File: config.mk
export PLATFORM = sky130hd
export DESIGN_NAME = keypad_scanner_flat
export DESIGN_NICKNAME = d
export VERILOG_FILES = /design/src/rtl/keypad_pkg.sv /design/src/rtl/keypad_if.sv /design/src/rtl/keypad_debounce.sv /design/src/rtl/keypad_scanner.sv /design/src/flat_wrapper.sv
export SDC_FILE = /design/constraint.sdc
export NUM_CORES = 1
export LEC_CHECK = 0
export ABC_AREA = 1
export CAP_MARGIN = 10
export CORE_MARGIN = 10
export CORE_UTILIZATION = 30
export CTS_CLUSTER_SIZE = 20
export DETAILED_ROUTE_END_ITERATION = 7
export HOLD_SLACK_MARGIN = 0.12
export PLACE_DENSITY = 0.5
export SYNTH_ARGS = -nofsm -noshare
export SYNTH_HDL_FRONTEND = slang
export SYNTH_HIERARCHICAL = 1
export SYNTH_SLANG_ARGS = --single-unit
File: constraint.sdc
create_clock -name Clock -period 4.1 [get_ports Clock]
set_input_delay 0.82 -clock Clock [delete_from_list [all_inputs] [get_ports Clock]]
set_output_delay 0.82 -clock Clock [all_outputs]
set_load 0.1 [all_outputs]
File: src/rtl/keypad_pkg.sv
// keypad_pkg: shared constants, key-code layout and small helpers for the
// 4x4 keypad scanner.
//   COL_RESET   : column strobe pattern after reset (column 0 driven low)
//   ST_*        : scanner FSM state encodings
//   key_code_t  : {row_idx, col_idx} layout of KeyCode
//   col_index() : active-low one-hot column strobe -> column index
//   row_prio()  : active-low row vector -> index of lowest low row
package keypad_pkg;

   localparam int NUM_ROWS   = 4;
   localparam int NUM_COLS   = 4;
   localparam int KEY_CODE_W = 4;

   localparam logic [NUM_COLS-1:0] COL_RESET = 4'b1110;

   localparam logic [1:0] ST_SCAN     = 2'd0;
   localparam logic [1:0] ST_DEBOUNCE = 2'd1;
   localparam logic [1:0] ST_HOLD     = 2'd2;

   typedef struct packed {
      logic [1:0] row;
      logic [1:0] col;
   } key_code_t;

   function automatic logic [1:0] col_index(input logic [NUM_COLS-1:0] col);
      case (col)
         4'b1101: return 2'd1;
         4'b1011: return 2'd2;
         4'b0111: return 2'd3;
         default: return 2'd0;
      endcase
   endfunction

   // Lowest-index low row wins when several rows are pressed at once.
   function automatic logic [1:0] row_prio(input logic [NUM_ROWS-1:0] row);
      if (!row[0])      return 2'd0;
      else if (!row[1]) return 2'd1;
      else if (!row[2]) return 2'd2;
      else              return 2'd3;
   endfunction

endpackage

File: src/rtl/keypad_if.sv
// keypad_if: key-code handshake between the scanner and its consumer.
//   KeyCode  : {row_idx, col_idx} of the debounced key (scanner -> consumer)
//   KeyValid : code available, held until accepted    (scanner -> consumer)
//   KeyReady : consumer accepts when KeyValid & KeyReady (consumer -> scanner)
//   Overrun  : one-cycle pulse, a new key was dropped  (scanner -> consumer)
// master = scanner side, slave = consumer side.
interface keypad_if
   import keypad_pkg::*;
();
   logic [KEY_CODE_W-1:0] KeyCode;
   logic                  KeyValid;
   logic                  KeyReady;
   logic                  Overrun;

   modport master (output KeyCode, output KeyValid, output Overrun, input KeyReady);
   modport slave  (input KeyCode, input KeyValid, input Overrun, output KeyReady);
endinterface

File: src/rtl/keypad_debounce.sv
// keypad_debounce: LEN-deep run detector on a per-tick match bit.
//   clk_i, rst_ni : clock, asynchronous active-low reset
//   tick_i        : sample enable; history only moves on a tick
//   restart_i     : this tick's sample starts a fresh run (history dropped)
//   match_i       : sample value for this tick
//   stable_hi_o   : this tick completes LEN consecutive 1 samples
//   stable_lo_o   : this tick completes LEN consecutive 0 samples
// Only LEN-1 samples are stored; the current sample comes straight from
// match_i so the decision lands on the completing tick itself.
module keypad_debounce #(
   parameter int LEN = 4
) (
   input  logic clk_i,
   input  logic rst_ni,
   input  logic tick_i,
   input  logic restart_i,
   input  logic match_i,
   output logic stable_hi_o,
   output logic stable_lo_o
);
   logic [LEN-2:0] hist_q, hist_d;
   logic [LEN-1:0] shift_w;

   assign shift_w = {hist_q, match_i};

   always_comb begin
      hist_d = hist_q;
      if (tick_i) begin
         if (restart_i) begin
            hist_d    = '0;
            hist_d[0] = match_i;
         end else begin
            hist_d = shift_w[LEN-2:0];
         end
      end
   end

   always_ff @(posedge clk_i or negedge rst_ni) begin
      if (!rst_ni) hist_q <= '0;
      else         hist_q <= hist_d;
   end

   assign stable_hi_o = tick_i & ~restart_i & match_i  & (&hist_q);
   assign stable_lo_o = tick_i & ~restart_i & ~match_i & ~(|hist_q);
endmodule

File: src/rtl/keypad_scanner.sv
// keypad_scanner: 4x4 matrix keypad driver. Strobes columns active-low one
// at a time, samples the synchronised rows once per column dwell, debounces
// press and release, and offers the key code on a valid/ready handshake.
//   Clock   : system clock
//   Reset_n : asynchronous active-low reset
//   Row     : keypad rows, active-low, asynchronous to Clock
//   Col     : column strobes, active-low one-hot
//   kp      : keypad_if.master (KeyCode, KeyValid, Overrun out; KeyReady in)
// Optional build macro KEYPAD_REPEAT_EN: auto-repeat of a held key after
// REPEAT_DELAY hold ticks, then every REPEAT_RATE ticks.
module keypad_scanner
   import keypad_pkg::*;
#(
   parameter int SAMPLE_DIV   = 16,
   parameter int DEBOUNCE_LEN = 4,
   parameter int REPEAT_DELAY = 32,
   parameter int REPEAT_RATE  = 8
) (
   input  logic                Clock,
   input  logic                Reset_n,
   input  logic [NUM_ROWS-1:0] Row,
   output logic [NUM_COLS-1:0] Col,
   keypad_if.master            kp
);
   localparam int DIV_W = (SAMPLE_DIV > 1) ? $clog2(SAMPLE_DIV) : 1;

   logic [NUM_ROWS-1:0]   row_s1_q, row_s2_q;
   logic [DIV_W-1:0]      div_q, div_d;
   logic [NUM_COLS-1:0]   col_q, col_d;
   logic [1:0]            state_q, state_d;
   logic [1:0]            row_idx_q, row_idx_d;
   logic [KEY_CODE_W-1:0] code_q, code_d;
   logic                  kv_q, kv_d;
   logic                  ovr_q, ovr_d;

   logic       tick, hit, latched_low;
   logic [1:0] hit_row;
   logic       db_restart, db_match, stable_hi, stable_lo;
   logic       emit, rpt_emit, emit_any;
   key_code_t  new_code;

   // Rows idle high; synchroniser resets to the released pattern.
   always_ff @(posedge Clock or negedge Reset_n) begin
      if (!Reset_n) begin
         row_s1_q <= '1;
         row_s2_q <= '1;
      end else begin
         row_s1_q <= Row;
         row_s2_q <= row_s1_q;
      end
   end

   assign tick        = (div_q == DIV_W'(SAMPLE_DIV - 1));
   assign div_d       = tick ? '0 : div_q + DIV_W'(1);
   assign hit         = ~(&row_s2_q);
   assign hit_row     = row_prio(row_s2_q);
   assign latched_low = ~row_s2_q[row_idx_q];

   keypad_debounce #(.LEN(DEBOUNCE_LEN)) u_db (
      .clk_i       (Clock),
      .rst_ni      (Reset_n),
      .tick_i      (tick),
      .restart_i   (db_restart),
      .match_i     (db_match),
      .stable_hi_o (stable_hi),
      .stable_lo_o (stable_lo)
   );

   // Press detection counts matching samples (stable_hi); release detection
   // in HOLD counts samples where the key is not low (stable_lo), so a single
   // debounce instance serves both.
   always_comb begin
      state_d    = state_q;
      col_d      = col_q;
      row_idx_d  = row_idx_q;
      db_restart = 1'b0;
      db_match   = 1'b0;
      emit       = 1'b0;
      case (state_q)
         ST_SCAN: begin
            db_restart = 1'b1;
            db_match   = hit;
            if (tick) begin
               if (hit) begin
                  row_idx_d = hit_row;
                  state_d   = ST_DEBOUNCE;
               end else begin
                  col_d = {col_q[NUM_COLS-2:0], col_q[NUM_COLS-1]};
               end
            end
         end
         ST_DEBOUNCE: begin
            // A lower row appearing changes the priority winner: treat as lost.
            db_match = hit && (hit_row == row_idx_q);
            if (tick) begin
               if (!db_match) begin
                  state_d = ST_SCAN;
                  col_d   = {col_q[NUM_COLS-2:0], col_q[NUM_COLS-1]};
               end else if (stable_hi) begin
                  emit    = 1'b1;
                  state_d = ST_HOLD;
               end
            end
         end
         ST_HOLD: begin
            db_match = latched_low;
            if (stable_lo) begin
               state_d = ST_SCAN;
               col_d   = {col_q[NUM_COLS-2:0], col_q[NUM_COLS-1]};
            end
         end
         default: begin
            state_d = ST_SCAN;
            col_d   = COL_RESET;
         end
      endcase
   end

`ifdef KEYPAD_REPEAT_EN
   localparam int RPT_W = $clog2(REPEAT_DELAY + 1);
   logic [RPT_W-1:0] rpt_q, rpt_d;

   // Counts hold ticks with the key low; after each repeat it restarts at
   // DELAY-RATE so later repeats come every RATE ticks. Never exceeds DELAY.
   always_comb begin
      rpt_d    = rpt_q;
      rpt_emit = 1'b0;
      if (state_q != ST_HOLD) begin
         rpt_d = '0;
      end else if (tick) begin
         if (!latched_low) begin
            rpt_d = '0;
         end else if (rpt_q == RPT_W'(REPEAT_DELAY - 1)) begin
            rpt_d    = RPT_W'(REPEAT_DELAY - REPEAT_RATE);
            rpt_emit = 1'b1;
         end else begin
            rpt_d = rpt_q + RPT_W'(1);
         end
      end
   end

   always_ff @(posedge Clock or negedge Reset_n) begin
      if (!Reset_n) rpt_q <= '0;
      else          rpt_q <= rpt_d;
   end
`else
   assign rpt_emit = 1'b0;
`endif

   assign emit_any     = emit | rpt_emit;
   assign new_code.row = row_idx_q;
   assign new_code.col = col_index(col_q);

   always_comb begin
      kv_d   = kv_q;
      code_d = code_q;
      ovr_d  = 1'b0;
      if (emit_any) begin
         if (!kv_q || kp.KeyReady) begin
            kv_d   = 1'b1;
            code_d = new_code;
         end else begin
            ovr_d = 1'b1;  // pending code wins, the new key is dropped
         end
      end else if (kv_q && kp.KeyReady) begin
         kv_d = 1'b0;
      end
   end

   always_ff @(posedge Clock or negedge Reset_n) begin
      if (!Reset_n) begin
         div_q     <= '0;
         col_q     <= COL_RESET;
         state_q   <= ST_SCAN;
         row_idx_q <= '0;
         code_q    <= '0;
         kv_q      <= 1'b0;
         ovr_q     <= 1'b0;
      end else begin
         div_q     <= div_d;
         col_q     <= col_d;
         state_q   <= state_d;
         row_idx_q <= row_idx_d;
         code_q    <= code_d;
         kv_q      <= kv_d;
         ovr_q     <= ovr_d;
      end
   end

   assign Col         = col_q;
   assign kp.KeyCode  = code_q;
   assign kp.KeyValid = kv_q;
   assign kp.Overrun  = ovr_q;
endmodule

File: src/flat_wrapper.sv
// flat-port wrapper written by rule: the top's interface ports become plain ports
module keypad_scanner_flat import keypad_pkg::*;
#(
   parameter int SAMPLE_DIV   = 16,
   parameter int DEBOUNCE_LEN = 4,
   parameter int REPEAT_DELAY = 32,
   parameter int REPEAT_RATE  = 8
)
  (Clock, Reset_n, Row, Col, kp_KeyCode, kp_KeyValid, kp_Overrun, kp_KeyReady);
  keypad_if kp_i ();
  input  logic Clock;
  input  logic Reset_n;
  input  logic [NUM_ROWS-1:0] Row;
  output logic [NUM_COLS-1:0] Col;
  output wire logic [$bits(kp_i.KeyCode)-1:0] kp_KeyCode;
  output wire logic [$bits(kp_i.KeyValid)-1:0] kp_KeyValid;
  output wire logic [$bits(kp_i.Overrun)-1:0] kp_Overrun;
  input wire logic [$bits(kp_i.KeyReady)-1:0] kp_KeyReady;
  assign kp_KeyCode = kp_i.KeyCode;
  assign kp_KeyValid = kp_i.KeyValid;
  assign kp_Overrun = kp_i.Overrun;
  assign kp_i.KeyReady = kp_KeyReady;
  keypad_scanner #(.SAMPLE_DIV(SAMPLE_DIV), .DEBOUNCE_LEN(DEBOUNCE_LEN), .REPEAT_DELAY(REPEAT_DELAY), .REPEAT_RATE(REPEAT_RATE)) u_core (.Clock(Clock), .Reset_n(Reset_n), .Row(Row), .Col(Col), .kp(kp_i));
endmodule
==> impl_summary.log <==
INFO  metric core.rowCount = 24
INFO  metric clock_latency = 0.28 ns
INFO  metric holdWs = 0.356 ns
INFO  metric maximum_buffer_depth_of_the_clock_tree = 2
INFO  metric critical_path_class = reg -> out
INFO  metric ant_nets = 0
INFO  metric slew_violations = 0
INFO  metric holdBufCountCts = 0
INFO  metric critPathSlowestCell = sky130_fd_sc_hd__clkdlybuf4s50_1
INFO  metric detail_route.wl_per_cell = 11.6 um
INFO  metric ios = 17
INFO  metric coreArea = 4440 um2
INFO  metric pre_cts_slack = 1.58 ns
INFO  metric hpwl = 2060 um
INFO  metric slowest_delay = 1.14 ns
INFO  metric synth-warning-count = 6
INFO  metric critical_path.max_fanout = 5
INFO  metric ff2ff_setup_slack = 1.79 ns
INFO  metric synthesis.area = 1410 um2
INFO  metric power-per-cell-area = 399 nW/um2
INFO  metric drc = 0
INFO  metric gp_routability_congestion = 0.850
INFO  metric setup_violations = 0
INFO  metric totalNegativeSetupSlack = 0 ns
INFO  metric vias_per_cell = 4.61
INFO  metric period_needed = 2.81 ns
INFO  metric crit_family = buffers and inverters
INFO  metric worst_pin_slew = 0.989 ns
INFO  metric detail_route.wirelength = 2760 um
INFO  metric cell_count_after_synthesis = 162
INFO  metric vdd.ir_drop.worst = 158 uV
INFO  metric drt_first_pass_iters = 4
INFO  metric initial_utilization = 31.7%
INFO  metric drt-initial-drc-count = 100
INFO  metric cts_buffers = 5
INFO  metric cts_num_sinks = 29
INFO  metric layout.core_utilization = 39.5%
INFO  metric floorplan.die.height = 88.5 um
INFO  metric setup_repair_after_global_routing_missed_its_margin = no
INFO  metric timing.critical_path.arrival = 1.99 ns
INFO  metric cts_tree = yes
INFO  metric layout-area-overhead-vs-synth = 24.7%
INFO  metric worst_slew_margin_rel = 33.9%
INFO  metric count_of_cells_resized_by_post_cts_repair = 0
INFO  metric layout_setup_ws = 1.29 ns
INFO  metric highest_achievable_clock_rate = 0.356 GHz
INFO  metric r2r_start = u_core/row_s2_q[0]$_DFF_PN1_
INFO  metric worst_setup_startpoint = u_core/Col[2]$_DFFE_PN1P_
INFO  metric ys_seq_elements = 29
INFO  metric fp.dieArea = 7830 um2
INFO  metric fin_worst_skew = 0.00545 ns
INFO  metric floorplan.die.width = 88.5 um
INFO  metric endpoint_kind = output port
INFO  metric timing_hold_violations_final = 0
INFO  metric syn_area_per_cell = 8.69 um2
INFO  metric number_of_port_buffers = 16
INFO  metric final.period_utilization = 68.6%
INFO  metric groute.usage.overall = 7.74%
INFO  metric grt_antenna_before_repair = 0
INFO  metric grt_max_degree = 23
INFO  metric p_leak = 0.876 nW
INFO  metric cts_clock_pin_slew_for_the_worst_setup_and_hold_paths = 0.06 ns
INFO  metric ys_types = 24
INFO  metric synth.yosys.seq_area_share = 52.5%
INFO  metric post_route_cells_drive_above_1_share = 21.5%
INFO  metric data_required_time_at_the_worst_endpoint = 3.28 ns
INFO  metric status = finished clean
INFO  metric critical_path_cell_by_cell = clkdlybuf4s50_1
INFO  metric synth_nets = 170
INFO  metric hold_class = reg -> reg
INFO  metric min_from = u_core/row_s1_q[0]$_DFF_PN1_
INFO  metric clock_tree.root_cell = sky130_fd_sc_hd__clkbuf_8
INFO  metric final_layout_fill_cell_count = 437
INFO  metric total_number_of_nets_in_the_final_design = 193
INFO  metric crit_buf_inv = 1
INFO  metric num_vias = 1,098
INFO  metric start_kind = register
INFO  metric grt.overflow.total = 0
INFO  metric grt_pass1_vias = 1,059
INFO  metric h-tree-depth = 2
INFO  metric first_pass_grt_wire_length = 4700 um
INFO  metric drv.max_cap_violation_count = 0
INFO  metric antenna-diode-count = 0
INFO  metric post-cts-setup-buffer-count = 0
[layer usage]
layer  global-route usage [%]  share of wire [%]  wire, um  vias up
met5                        0                  0         0        -
met4                     5.14                2.6        72        0
met3                     3.22                6.6       183        7
met2                     12.1                 45      1240       26
met1                     8.53                 46      1270      502
li1                         -                  -         -      563
[report_power, final]
| group | internal, mW | total, mW | switching [mW] |
|---|---|---|---|
| clock | 0.197 | 0.312 | 0.114 |
| sequential | 0.301 | 0.314 | 0.0126 |
| combinational | 0.0266 | 0.0755 | 0.0489 |
| total | 0.525 | 0.701 | 0.176 |
[stage by stage]
stage	instances	cell area (um2)	total power [mW]
after floorplan	162	1410	0.370
after global placement	230	1640	0.392
after detailed placement	230	1640	0.394
after CTS	238	1760	0.709
after global routing	238	1760	0.729
final	238	1760	0.701
[layout make-up]
class / instances / area (um2) / area share (%)
inverters: 20 / 75.1 / 4.28
multi-input cells: 112 / 588 / 33.5
clock buffers: 6 / 82.6 / 4.70
clock inverters: 2 / 37.5 / 2.14
flip-flops and latches: 29 / 739 / 42.1
repair buffers: 17 / 168 / 9.55
well taps: 52 / 65.1 / 3.71
[flip-flops by register name (all words and copies together), names as in the netlist]
signal	flops
u_core/Col	4
u_core/div_q	4
u_core/kp.KeyCode	4
u_core/kp.KeyValid	1
u_core/kp.Overrun	1
u_core/row_idx_q	2
u_core/row_s1_q	4
u_core/row_s2_q	4
u_core/state_q	2
u_core/u_db/hist_q	3
[logic make-up (layout without fill, tap and decap cells)]
group           after synthesis  after routing  synth area share [%]
simple gates                103            103                  37.2
xor+xnor                      2              2                  1.24
buf+inv                      21             45                  5.69
compound gates                6              6                  2.40
fa+ha+maj                     1              1                 0.889
flops                        29             29                  52.5
[cell usage after synthesis]
library cell | number | share of area, %
sky130_fd_sc_hd__nand2_1 | 53 | 14
sky130_fd_sc_hd__dfrtp_1 | 18 | 32
sky130_fd_sc_hd__inv_1 | 17 | 4.5
sky130_fd_sc_hd__nand3_1 | 13 | 4.6
sky130_fd_sc_hd__dfstp_2 | 11 | 21
sky130_fd_sc_hd__nand4_1 | 11 | 4.9
sky130_fd_sc_hd__nor2_1 | 8 | 2.1
sky130_fd_sc_hd__inv_2 | 3 | 0.80
sky130_fd_sc_hd__nand2_2 | 3 | 1.3
sky130_fd_sc_hd__nand2_4 | 3 | 2.4
sky130_fd_sc_hd__nand3_2 | 3 | 2.1
sky130_fd_sc_hd__nor2_2 | 3 | 1.3
sky130_fd_sc_hd__a21oi_1 | 2 | 0.71
sky130_fd_sc_hd__nor2_4 | 2 | 1.6
sky130_fd_sc_hd__o21ai_1 | 2 | 0.71
sky130_fd_sc_hd__xor2_1 | 2 | 1.2
sky130_fd_sc_hd__buf_2 | 1 | 0.36
sky130_fd_sc_hd__ha_1 | 1 | 0.89
sky130_fd_sc_hd__nand3_4 | 1 | 1.2
sky130_fd_sc_hd__nand3b_1 | 1 | 0.53
sky130_fd_sc_hd__o21ai_0 | 1 | 0.36
sky130_fd_sc_hd__o21ai_2 | 1 | 0.62
sky130_fd_sc_hd__or2_1 | 1 | 0.44
sky130_fd_sc_hd__or2_2 | 1 | 0.44
[final timing paths]
| path | cells past startpoint | to |
|---|---|---|
| worst max-delay path | 1 | Col[2] |
| worst min-delay path | 0 | u_core/row_s2_q[0]$_DFF_PN1_ |
| worst max register to register | 13 | u_core/kp.KeyCode[1]$_DFFE_PN0P_ |
| worst min register to register | 0 | u_core/row_s2_q[0]$_DFF_PN1_ |
| max in group asynchronous | 2 | u_core/row_s2_q[2]$_DFF_PN1_ |
| min in group asynchronous | 1 | u_core/row_idx_q[0]$_DFFE_PN0P_ |
[placed cells by master, fill, tap and decap left out, types with 2 or more instances in the layout]
cell                              synthesis  layout
sky130_fd_sc_hd__a21oi_1                  2       2
sky130_fd_sc_hd__nand2_4                  3       3
sky130_fd_sc_hd__nand3_1                 13      13
sky130_fd_sc_hd__nand3_2                  3       3
sky130_fd_sc_hd__nand2_1                 53      53
sky130_fd_sc_hd__nor2_4                   2       2
sky130_fd_sc_hd__clkbuf_8                 0       6
sky130_fd_sc_hd__nand2_2                  3       3
sky130_fd_sc_hd__nor2_2                   3       3
sky130_fd_sc_hd__nand4_1                 11      11
sky130_fd_sc_hd__xor2_1                   2       2
sky130_fd_sc_hd__clkdlybuf4s50_1          0      16
sky130_fd_sc_hd__inv_1                   17      17
sky130_fd_sc_hd__dfrtp_1                 18      18
sky130_fd_sc_hd__nor2_1                   8       8
sky130_fd_sc_hd__dfstp_2                 11      11
sky130_fd_sc_hd__inv_2                    3       3
sky130_fd_sc_hd__o21ai_1                  2       2
No activity file was read; power rests on OpenSTA's default activity.
